### src/rtl/dmem_arb_pkg.sv
// Shared types and helpers for the data-memory arbiter: size codes, FSM
// states, the latched request record and the access legality check.
package dmem_arb_pkg;

  localparam logic [2:0] SZ_B  = 3'b000;
  localparam logic [2:0] SZ_H  = 3'b001;
  localparam logic [2:0] SZ_W  = 3'b010;
  localparam logic [2:0] SZ_BU = 3'b100;
  localparam logic [2:0] SZ_HU = 3'b101;

  typedef enum logic [1:0] {
    IDLE   = 2'd0,
    ACCESS = 2'd1,
    RESP   = 2'd2
  } state_t;

  typedef struct packed {
    logic        we;
    logic [31:0] addr;
    logic [31:0] wdata;
    logic [2:0]  size;
    logic        id;
  } req_t;

  // Returns 1 when the access must be rejected: unknown size, unsigned
  // store, misalignment, or any byte of the access outside the window.
  // The offset is unsigned, so addresses below base wrap to huge values.
  function automatic logic access_err(input logic        we,
                                      input logic [31:0] addr,
                                      input logic [2:0]  size,
                                      input logic [31:0] base,
                                      input logic [31:0] depth);
    logic [31:0] offset;
    logic        err;
    offset = addr - base;
    case (size)
      SZ_B, SZ_BU: err = (offset > (depth - 32'd1));
      SZ_H, SZ_HU: err = (offset > (depth - 32'd2)) || addr[0];
      SZ_W:        err = (offset > (depth - 32'd4)) || (addr[1:0] != 2'b00);
      default:     err = 1'b1;
    endcase
    if (we && size[2]) begin
      err = 1'b1;
    end else begin
      err = err;
    end
    return err;
  endfunction

endpackage

### src/rtl/dmem_load_extract.sv
// Load data extraction: picks the addressed byte/halfword out of the memory
// word and sign- or zero-extends it to 32 bits according to the size code.
module dmem_load_extract
  import dmem_arb_pkg::*;
(
  input  logic [31:0] word,
  input  logic [1:0]  byte_off,
  input  logic [2:0]  size,
  output logic [31:0] value
);

  logic [31:0] shifted_s;

  // Align the addressed lane to bit 0, then extend per size code.
  always_comb begin
    shifted_s = word >> {byte_off, 3'b000};
    case (size)
      SZ_B:    value = {{24{shifted_s[7]}}, shifted_s[7:0]};
      SZ_BU:   value = {24'd0, shifted_s[7:0]};
      SZ_H:    value = {{16{shifted_s[15]}}, shifted_s[15:0]};
      SZ_HU:   value = {16'd0, shifted_s[15:0]};
      SZ_W:    value = word;
      default: value = 32'd0;
    endcase
  end

endmodule

### src/rtl/dmem_arbiter.sv
// Two-port arbiter in front of the single byte-addressed data memory.
// Port 0 is the load/store unit, port 1 the debug/DMA port. Each access
// runs IDLE -> ACCESS -> RESP; memory strobes are live only in ACCESS.
// Build option: define DMEM_ARB_RR_EN for round-robin tie-breaking;
// otherwise port 0 has fixed priority and no pointer state exists.
module dmem_arbiter
  import dmem_arb_pkg::*;
#(
  parameter logic [31:0] BASE_ADDR   = 32'h8000_0000,
  parameter logic [31:0] DEPTH_BYTES = 32'd256
) (
  input  logic             clk,
  input  logic             reset,
  input  logic [1:0]       req_i,
  input  logic [1:0]       we_i,
  input  logic [1:0][31:0] addr_i,
  input  logic [1:0][31:0] wdata_i,
  input  logic [1:0][2:0]  size_i,
  output logic [1:0]       gnt_o,
  output logic [1:0]       rvalid_o,
  output logic [31:0]      rdata_o,
  output logic             err_o,
  output logic             mem_wr_en,
  output logic             mem_rd_en,
  output logic [31:0]      mem_addr,
  output logic [31:0]      mem_wdata,
  output logic [2:0]       mem_size,
  input  logic [31:0]      mem_rdata
);

  state_t      state_r;
  req_t        lat_r;
  logic        err_r;
  logic [1:0]  rvalid_r;
  logic [31:0] rdata_r;
  logic        resp_err_r;
  logic        any_req_s;
  logic        win_s;
  logic [31:0] ext_s;

`ifdef DMEM_ARB_RR_EN
  logic prio_r;

  // Winner selection: on a tie the port holding priority wins.
  always_comb begin
    any_req_s = |req_i;
    if (req_i[0] && req_i[1]) begin
      win_s = prio_r;
    end else begin
      win_s = req_i[1];
    end
  end

  // Priority passes to the other port every time a grant is issued.
  always_ff @(posedge clk) begin
    if (reset) begin
      prio_r <= 1'b0;
    end else if ((state_r == IDLE) && any_req_s) begin
      prio_r <= ~win_s;
    end else begin
      prio_r <= prio_r;
    end
  end
`else
  // Winner selection: port 0 wins whenever it requests.
  always_comb begin
    any_req_s = |req_i;
    if (req_i[0]) begin
      win_s = 1'b0;
    end else begin
      win_s = 1'b1;
    end
  end
`endif

  // Grant is offered only while idle and out of reset.
  always_comb begin
    if (!reset && (state_r == IDLE) && any_req_s) begin
      gnt_o = win_s ? 2'b10 : 2'b01;
    end else begin
      gnt_o = 2'b00;
    end
  end

  // Memory strobes for a legal access during ACCESS; forced low in reset.
  always_comb begin
    if (!reset && (state_r == ACCESS) && !err_r) begin
      mem_wr_en = lat_r.we;
      mem_rd_en = ~lat_r.we;
      mem_addr  = lat_r.addr;
      mem_wdata = lat_r.wdata;
      mem_size  = {1'b0, lat_r.size[1:0]};
    end else begin
      mem_wr_en = 1'b0;
      mem_rd_en = 1'b0;
      mem_addr  = 32'd0;
      mem_wdata = 32'd0;
      mem_size  = 3'd0;
    end
  end

  dmem_load_extract u_extract (
    .word     (mem_rdata),
    .byte_off (lat_r.addr[1:0]),
    .size     (lat_r.size),
    .value    (ext_s)
  );

  // Transaction sequencer: latch the winner, perform the access, respond.
  always_ff @(posedge clk) begin
    if (reset) begin
      state_r    <= IDLE;
      lat_r      <= '0;
      err_r      <= 1'b0;
      rvalid_r   <= 2'b00;
      rdata_r    <= 32'd0;
      resp_err_r <= 1'b0;
    end else begin
      case (state_r)
        IDLE: begin
          rvalid_r   <= 2'b00;
          rdata_r    <= 32'd0;
          resp_err_r <= 1'b0;
          if (any_req_s) begin
            lat_r   <= '{we: we_i[win_s], addr: addr_i[win_s],
                         wdata: wdata_i[win_s], size: size_i[win_s], id: win_s};
            err_r   <= access_err(we_i[win_s], addr_i[win_s], size_i[win_s],
                                  BASE_ADDR, DEPTH_BYTES);
            state_r <= ACCESS;
          end else begin
            state_r <= IDLE;
          end
        end
        ACCESS: begin
          rvalid_r   <= lat_r.id ? 2'b10 : 2'b01;
          rdata_r    <= (err_r || lat_r.we) ? 32'd0 : ext_s;
          resp_err_r <= err_r;
          state_r    <= RESP;
        end
        RESP: begin
          rvalid_r   <= 2'b00;
          rdata_r    <= 32'd0;
          resp_err_r <= 1'b0;
          state_r    <= IDLE;
        end
        default: begin
          rvalid_r   <= 2'b00;
          rdata_r    <= 32'd0;
          resp_err_r <= 1'b0;
          state_r    <= IDLE;
        end
      endcase
    end
  end

  assign rvalid_o = rvalid_r;
  assign rdata_o  = rdata_r;
  assign err_o    = resp_err_r;

endmodule

### config.mk
export PLATFORM = sky130hd
export DESIGN_NAME = dmem_arbiter
export DESIGN_NICKNAME = d
export VERILOG_FILES = /design/src/rtl/dmem_arb_pkg.sv /design/src/rtl/dmem_load_extract.sv /design/src/rtl/dmem_arbiter.sv
export SDC_FILE = /design/constraint.sdc
export NUM_CORES = 1
export LEC_CHECK = 0
export CAP_MARGIN = 0
export CORE_AREA = 4 4 105 107
export CTS_CLUSTER_DIAMETER = 60
export DETAILED_ROUTE_END_ITERATION = 8
export DIE_AREA = 0 0 109 111
export DONT_BUFFER_PORTS = 1
export GPL_TIMING_DRIVEN = 0
export PLACE_DENSITY_LB_ADDON = 0.08
export SLEW_MARGIN = 20
export SYNTH_ARGS = -nofsm -noshare
export SYNTH_HDL_FRONTEND = slang
export SYNTH_SLANG_ARGS = --single-unit
### constraint.sdc
create_clock -name clk -period 2.3 [get_ports clk]
set_clock_uncertainty 0.05 [all_clocks]
set_input_delay 0.46 -clock clk [delete_from_list [all_inputs] [get_ports clk]]
set_output_delay 0.46 -clock clk [all_outputs]
set_load 0.1 [all_outputs]
## Yosys cells after proc, flatten, opt, wreduce, memory -nomap -nowiden

Cells that the tools add are included.

- Word-level logic and storage cells: 69
- Flip-flop bits (word level): 107
- Output and inout port bits: 106

- $lt $le $gt $ge: 4
- Add/sub/neg operators: 1
- Reductions and logical operators: 20
- Bitwise operators: 2
- Shift-type cells: 1
- Equal/unequal tests: 9
- Muxes and demuxes: 22

Operators with widths:

| operator | number |
|---|---|
| two-way mux 32 bit | 6 |
| case mux 32 bit (5 select lines) | 1 |
| > comparator 32 x 8 -> 1 bit, second input constant | 3 |
| right shift 32 x 5 -> 16 bit | 1 |
| subtractor 32 bit, second input constant | 1 |
| == test 3 bit, second input constant | 4 |
| two-way mux 2 bit | 4 |
| OR reduction 2 bit | 4 |
| two-way mux 1 bit | 7 |
| == test 3 x 1 -> 1 bit, second input constant | 2 |
| == test 3 x 2 -> 1 bit, second input constant | 2 |
| logical NOT 3 bit | 2 |
| two-way mux 3 bit | 2 |
| logical AND 1 bit | 5 |
| case mux 2 bit (2 select lines) | 1 |
| logical OR 1 bit | 3 |
| case mux 1 bit (3 select lines) | 1 |
| OR reduction 3 bit | 1 |
| == test 2 x 1 -> 1 bit, second input constant | 1 |
| logical NOT 1 bit | 2 |
| logical NOT 2 bit | 1 |
| < comparator 1 x 2 -> 1 bit, second input constant | 1 |
| inverter 1 bit | 2 |
| AND reduction 2 bit | 1 |
| nonzero test 2 bit | 1 |

## Longest topological paths before layout

Gate-level depths: netlist of run 1.

- Depth in word-level cells: 8
- Depth in mapped cells: 7
- Mapped depth without buffers: 5

## By module

From an unflattened synthesis of run 1, not the netlist that was laid out.

- Cells, all modules: 629
- Area, all modules: 5880.6 µm²

By module, submodules not included:

| module | seq. area each (µm²) | times used | cells each | area each (µm²) |
|---|---|---|---|---|
| dmem_arbiter | 2142.1 | 1 | 501 | 5056.1 |
| dmem_load_extract | 0.0 | 1 | 128 | 824.5 |

## Worst setup path after synthesis of run 1

Ideal clock, no wire load.

- Path kind: input to output
- Start: input port req_i[0]
- End: output port gnt_o[1]
- Stages: 4
- Arrival: 3.036 ns
- Path slack: -1.246 ns
- Cells stage by stage: buf_2 -> buf_4 -> buf_2 -> nor3_1

- Cells in the longest elaborated chain, start to end: 3

RTL lines:

| element | RTL line | text |
|---|---|---|
| start, declared | dmem_arbiter.sv:14 | `input logic [1:0] req_i,` |
| OR reduction 2 bit | dmem_arbiter.sv:67 | `any_req_s = \|req_i;` |
| logical AND 1 bit | dmem_arbiter.sv:78 | `if (!reset && (state_r == IDLE) && any_req_s) begin` |
| two-way mux 2 bit * | dmem_arbiter.sv:78 |  |
| end, declared | dmem_arbiter.sv:19 | `output logic [1:0] gnt_o,` |

Every way passes the cells marked *; elsewhere a longest branch is shown, timed or not.

## Worst setup path in the final report of run 1

- Start: input port reset
- End: output port gnt_o[1]

- Cells in the longest elaborated chain, start to end: 4

RTL lines:

| element | RTL line | text |
|---|---|---|
| start, declared | dmem_arbiter.sv:13 | `input logic reset,` |
| logical NOT 1 bit | dmem_arbiter.sv:78 |  |
| logical AND 1 bit (2 in series) | dmem_arbiter.sv:78 |  |
| two-way mux 2 bit | dmem_arbiter.sv:78 |  |

Every way passes these cells.

==> run metrics, run 1 <==
Avg Inst Size Synth=8.94 sq um; Fill cells=906; PnR worst setup slack=-22.5 ps; post-synth net total=766; Crit-path slowest cell=nor3_4; drt first-iter violations=281; Slew Limit Fails=0; first-pass GRT wire length=24600 microns; unrepaired setup endpoints after global routing=yes; hold wc startpoint=mem_rdata[22]; CP startpoint=reset; crit path buf inv count=2; initial antenna violation count=1; Reg2Reg Depth=8; first drt pass iteration count=4; Ys Warns=0; worst vdd ir=324 uV; Post-synth EDFFs=0; Ports=278; Final ANT Viol Nets=0; Pwr Density=743 nW/um^2; # placed instances=730; vias in the first global route=4556; Final Hold Viols=0; Reg-to-Reg End=rdata_o[21]; max incr delay on CP=850 ps; time the worst path needs with I/O delays and setup=2320 ps; Core Region=10100 sq um; slew at the pin with the worst max-slew slack=1020 ps; fin util=0.587; Die Y=111 microns; failing checks=setup timing; Synth async-reset ratio=0; Max clock buf depth=2; row count=37; Final period util=1.01; Synth Register Bits=107; DP Wirelength=12700 microns; Setup-failing EPs final=1; Static Leak=2.40 nW; crit path max fanout=10; worst slack, placed=-423 ps; Synth area leaders=dfxtp_1, mux2i_1, a211oi_1; Worst Path Required=1790 ps; count leader, synth=dfxtp_1; mapped cell area=5310 sq um; FMAX=431 MHz; Max-slew headroom=0.316; RR Startpoint=state_r[1]; crit end category=output pin; CP cell instances=clkbuf_1, buf_4, nor3_4; Clock Pin Slew Worst Setup and Hold Paths=100 ps; IO Port Bufs=0; Hold WS=177 ps; CTS tree=done; Worst EP arrival=1810 ps; WS Path Type=in2out; share of layout cells above drive strength 1=0.218; sequential-to-total area share from yosys stat=0.403; top cell family by delay on the critical path=simple AND/OR/NAND/NOR gates; clk root buf=clkbuf_8; Via-to-Cell Ratio=6.02; GP Congestion=0.874; leading area contributor after synthesis=dfxtp_1; clk_lat worst skew=360 ps; Primary FF master, synth=dfxtp_1; DR vias=4501; aggregate routed wire length=16100 microns; MaxCap Viol Count=0; die area=12100 sq um; initial core utilization=0.524; HP Class=in2reg; Overflow after GRT=0; gr usage total=0.258; TritonCTS Buffers=9; cts hold-fix bufs=0; pin count of the biggest net entering global routing=18; outcome=finished, violations left; synthesis-to-layout area growth=12.0%; CP Depth=3; Sink Count=107; die span in x=109 microns; NumNets Final=779; Yosys cell types=43; Cells after Synth=594; Hold Crit Endpoint=rdata_o[22]; commonest cells in the netlist=dfxtp_1, nor2_1, mux2i_1, a211oi_1, and2_1; type of origin of the critical path=input port; Routed wire per std cell=21.5 microns; CTS H-tree depth=3; Worst Hold Depth=2; setup slack, reg-to-reg=400 ps; post-route insts no fill=748; Residual DRC=0; Yosys top cell area share=0.403
-- through the flow --
stage	power, mW	TNS [ps]	instance area [sq um]
floorplan	3.10	-54.8	5360
global placement	3.27	-19510	5530
detailed placement	3.30	-21510	5530
CTS	4.43	-170	5930
global route	4.62	-2930	5950
finish	4.42	-22.5	5950
-- registers in the layout (all words and copies together), names as in the netlist --
| name | count |
|---|---|
| err_o | 1 |
| err_r | 1 |
| lat_r | 69 |
| rdata_o | 32 |
| rvalid_o | 2 |
| state_r | 2 |
-- cell usage in the layout, fill, tap and decap left out, types with 2 or more instances in the layout --
| cell type | count |
|---|---|
| and2_2 | 7 |
| a21oi_1 | 26 |
| nor4_1 | 7 |
| buf_4 | 6 |
| a22oi_1 | 8 |
| nor4b_1 | 2 |
| and2_1 | 3 |
| clkbuf_8 | 14 |
| nand2_1 | 29 |
| a211oi_1 | 71 |
| a32oi_1 | 7 |
| o21ai_2 | 2 |
| clkbuf_1 | 19 |
| dfxtp_1 | 106 |
| buf_2 | 19 |
| nand4_1 | 2 |
| buf_8 | 2 |
| buf_6 | 7 |
| mux2i_1 | 76 |
| nor2_1 | 84 |
| nor2b_1 | 9 |
| inv_6 | 2 |
| o2bb2ai_1 | 8 |
| a211o_1 | 7 |
| and2_4 | 61 |
-- layout make-up --
type | count | area, sq um | area share
Antenna cell | 1 | 2.50 | 0.000421
Buffer | 54 | 347 | 0.0583
Clock buffer | 11 | 151 | 0.0254
Clock inverter | 4 | 33.8 | 0.00568
Inverter | 3 | 18.8 | 0.00315
Multi-Input combinational cell | 430 | 3070 | 0.516
Sequential cell | 107 | 2140 | 0.360
Tap cell | 136 | 170 | 0.0286
Timing Repair Buffer | 2 | 15.0 | 0.00252
-- cell families after synthesis --
kind of cell / share of synthesized area
AOI/OAI and AO/OA: 0.189
muxes: 0.147
and+or+nand+nor: 0.207
buffers and inverters: 0.0530
other: 0.000706
DFF: 0.403
-- layer usage --
layer | up-vias | track usage | wire [microns]
li1 | 2135 | - | -
met1 | 2099 | 0.318 | 6280
met2 | 235 | 0.428 | 7880
met3 | 32 | 0.0664 | 1540
met4 | 0 | 0.0960 | 397
met5 | - | 0 | 0
-- worst max-delay path by stage --
stage                         to  slack [ps]
finish                  gnt_o[1]         -20
CTS                     gnt_o[1]         -50
global route            gnt_o[1]         -80
global placement    mem_addr[26]        -390
detailed placement  mem_addr[26]        -420
floorplan               gnt_o[0]         -50
-- worst register-to-register path: cells and delay by family, from the launching register on --
| kind | cells | cell delay (ps) |
|---|---|---|
| AOI/OAI and AO/OA | 2 | 290 |
| DFF | 1 | 360 |
| and+or+nand+nor | 2 | 420 |
| buffers and inverters | 4 | 730 |
-- repair_timing --
| action | CTS | global route |
|---|---|---|
| setup buffers | 2 | 0 |
| setup endpoints to repair | 70 | 68 |
| gates cloned | 0 | 0 |
| resized for setup | 126 | 11 |
| endpoints found under the hold margin | 0 | 0 |
| pin swaps | 31 | 29 |
-- power breakdown --
part | leakage [nW] | switching (mW) | internal [mW]
clock | 0.0924 | 0.649 | 0.458
sequential | 0.882 | 0.229 | 2.02
combinational | 1.42 | 0.705 | 0.363
(Power assumes the default switching activity.)
==> run 2: changes to the inputs <==
--- a/config.mk
+++ b/config.mk
@@ -11,8 +11,10 @@
 export DETAILED_ROUTE_END_ITERATION = 8
 export DIE_AREA = 0 0 109 111
 export DONT_BUFFER_PORTS = 1
+export GPL_ROUTABILITY_DRIVEN = 1
 export GPL_TIMING_DRIVEN = 0
 export PLACE_DENSITY_LB_ADDON = 0.08
+export RECOVER_POWER = 50
 export SLEW_MARGIN = 20
 export SYNTH_ARGS = -nofsm -noshare
 export SYNTH_HDL_FRONTEND = slang
==> run 2 against run 1 <==
Effect of this change:
- the flow still finishes with violations (setup timing)
- worst hold slack got worse by 1.4 ps
- cell count did not move
- non-clock buffer count did not move
- clock power barely moved
- worst setup slack improved by 5.8 ps
- register-to-register slack got worse by 70 ps
- clock-buffer cell count did not move
- final area fell by 0.11%
- maximum frequency rose by 0.25%
- utilization fell by 0.062 points
- routed wire length rose by 0.32%
- total power barely moved
==> run metrics, run 2 (same netlist as run 1, synthesis figures left out) <==
outcome=finished, violations left; failing checks=setup timing; switching share of total power=0.359 (+0.000721); crit end category=output pin; Largest register FFs=69 (unchanged); Residual DRC=0 (unchanged); Worst Hold Depth=2 (unchanged); aggregate routed wire length=16200 microns (+0.32%); MaxCap Viol Count=0 (unchanged); GP Congestion=0.874 (unchanged); clk_lat worst skew=360 ps (about the same); DR vias=4529 (+0.62%); Worst EP arrival=1810 ps (about the same); PnR worst setup slack=-16.7 ps (+5.84 ps); cts hold-fix bufs=0 (unchanged); Most Crowded Layer GR=met2; worst vdd ir=323 uV (-0.27%); Sink Count=107 (unchanged); met2 Resource Use GR=0.428 (unchanged); Int Pwr=2.83 mW (about the same); # placed instances=730 (unchanged); Sw Pwr=1.59 mW (+0.21%); Via-to-Cell Ratio=6.05 (+0.62%); Die Y=111 microns (unchanged); crit path max fanout=10 (unchanged); IO Port Bufs=0 (unchanged); Max clock buf depth=2 (unchanged); initial antenna violation count=1 (unchanged); drt first-iter violations=243 (-14%); Slew Limit Fails=0 (unchanged); global-route track usage on met1=0.318 (unchanged); part of the power in the clock network=0.251 (about the same); RR Startpoint=state_r[1]; Ports=278 (unchanged); Post-Place Cell Area=5530 sq um (unchanged); first drt pass iteration count=4 (unchanged); Setup-failing EPs final=3 (+2); hold wc startpoint=mem_rdata[22]; gr usage total=0.258 (unchanged); Hold Crit Endpoint=rdata_o[22]; Reg2Reg Depth=6 (-2); initial core utilization=0.524 (unchanged); share of power burned in registers=0.508 (about the same); Static Leak=2.38 nW (-0.73%); Total Power=4.42 mW (about the same); pin count of the biggest net entering global routing=18 (unchanged); Worst Path Required=1790 ps (about the same); slew at the pin with the worst max-slew slack=1020 ps (-0.913 ps); Core Region=10100 sq um (unchanged); type of origin of the critical path=input port; DP Wirelength=12700 microns (unchanged); Final ANT Viol Nets=0 (unchanged); Pwr Density=744 nW/um^2 (+0.12%); CTS H-tree depth=3 (unchanged); Clock Pin Slew Worst Setup and Hold Paths=100 ps (about the same); vias in the first global route=4556 (unchanged); share of layout cells above drive strength 1=0.209 (-0.00818); TritonCTS Buffers=9 (unchanged); Biggest register=lat_r; Overflow after GRT=0 (unchanged); Final Hold Viols=0 (unchanged); first-pass GRT wire length=24600 microns (unchanged); Final period util=1.01 (-0.00254); CTS tree=done; met3 Use GR=0.0664 (unchanged); row count=37 (unchanged); commonest cells after routing, fill and taps aside=dfxtp_1, nor2_1, mux2i_1; HP Class=in2reg; NumNets Final=779 (unchanged); die area=12100 sq um (unchanged); FMAX=432 MHz (+0.25%); Max-slew headroom=0.317 (+0.000610); WS Path Type=in2out; Comb pwr share=0.241 (about the same); die span in x=109 microns (unchanged); post-route insts no fill=748 (unchanged); commonest non-fill, non-tap cell in the layout=dfxtp_1; Routed wire per std cell=21.6 microns (+0.32%); Reg-to-Reg End=lat_r[34]; time the worst path needs with I/O delays and setup=2320 ps (-5.84 ps); clk root buf=clkbuf_8; synthesis-to-layout area growth=11.9%; unrepaired setup endpoints after global routing=yes; post-route cell area=5940 sq um (-0.11%); setup slack, reg-to-reg=330 ps (-70 ps)
-- run 2: cell count changes in the layout (fill, tap and decap cells not counted) --
cell      delta
and2_0       +2
and2_1       -2
buf_2        -5
clkbuf_1     +5
-- run 2: metal layers --
layer	up-vias	wire (microns)
met2	250	7950
met1	2118	6220
li1	2131	-
met4	0	379
met3	30	1590
met5	-	0
-- run 2: worst max-delay path by stage --
stage	start	end	slack, ps
global route	state_r[1]	gnt_o[1]	-80
detailed placement	reset	mem_addr[26]	-420
CTS	state_r[1]	gnt_o[1]	-50
global placement	reset	mem_addr[26]	-390
finish	reset	gnt_o[1]	-20
floorplan	req_i[0]	gnt_o[0]	-50
-- run 2: critical path, stage by stage --
cell      delay, ps
clkbuf_1        230
buf_4           260
nor3_4          850
-- run 2: stage by stage --
step	hold WS, ps	utilization	TNS, ps	worst slack [ps]
after global routing	158	0.586	-2930	-75.2
after CTS	160	0.585	-170	-54.4
after floorplan	356	-	-54.8	-54.8
final	176	0.586	-18.8	-16.7
after detailed placement	385	0.546	-21510	-423
after global placement	381	0.546	-19510	-389
-- run 2: power groups by stage --
stage | clock network, mW | registers (mW) | logic, mW
4_1_cts | 1.13 | 2.24 | 1.06
2_1_floorplan | 0 | 2.25 | 0.848
5_1_grt | 1.21 | 2.26 | 1.15
3_3_place_gp | 0 | 2.27 | 0.999
3_5_place_dp | 0 | 2.28 | 1.02
6_report | 1.11 | 2.24 | 1.06
-- run 2: repair_timing --
item                       4_1_cts  5_1_grt
gates resized for setup        126       11
buffers inserted                 2        0
setup endpoints to repair       70       68
pin swaps                       31       29
-- run 2: area by class of cell --
cell class / count / area (sq um)
Fill cell: 906 / 4200
Multi-Input combinational cell: 430 / 3070
Sequential cell: 107 / 2140
Buffer: 54 / 340
Tap cell: 136 / 170
Clock buffer: 11 / 151
Clock inverter: 4 / 33.8
Inverter: 3 / 18.8
Timing Repair Buffer: 2 / 15.0
Antenna cell: 1 / 2.50
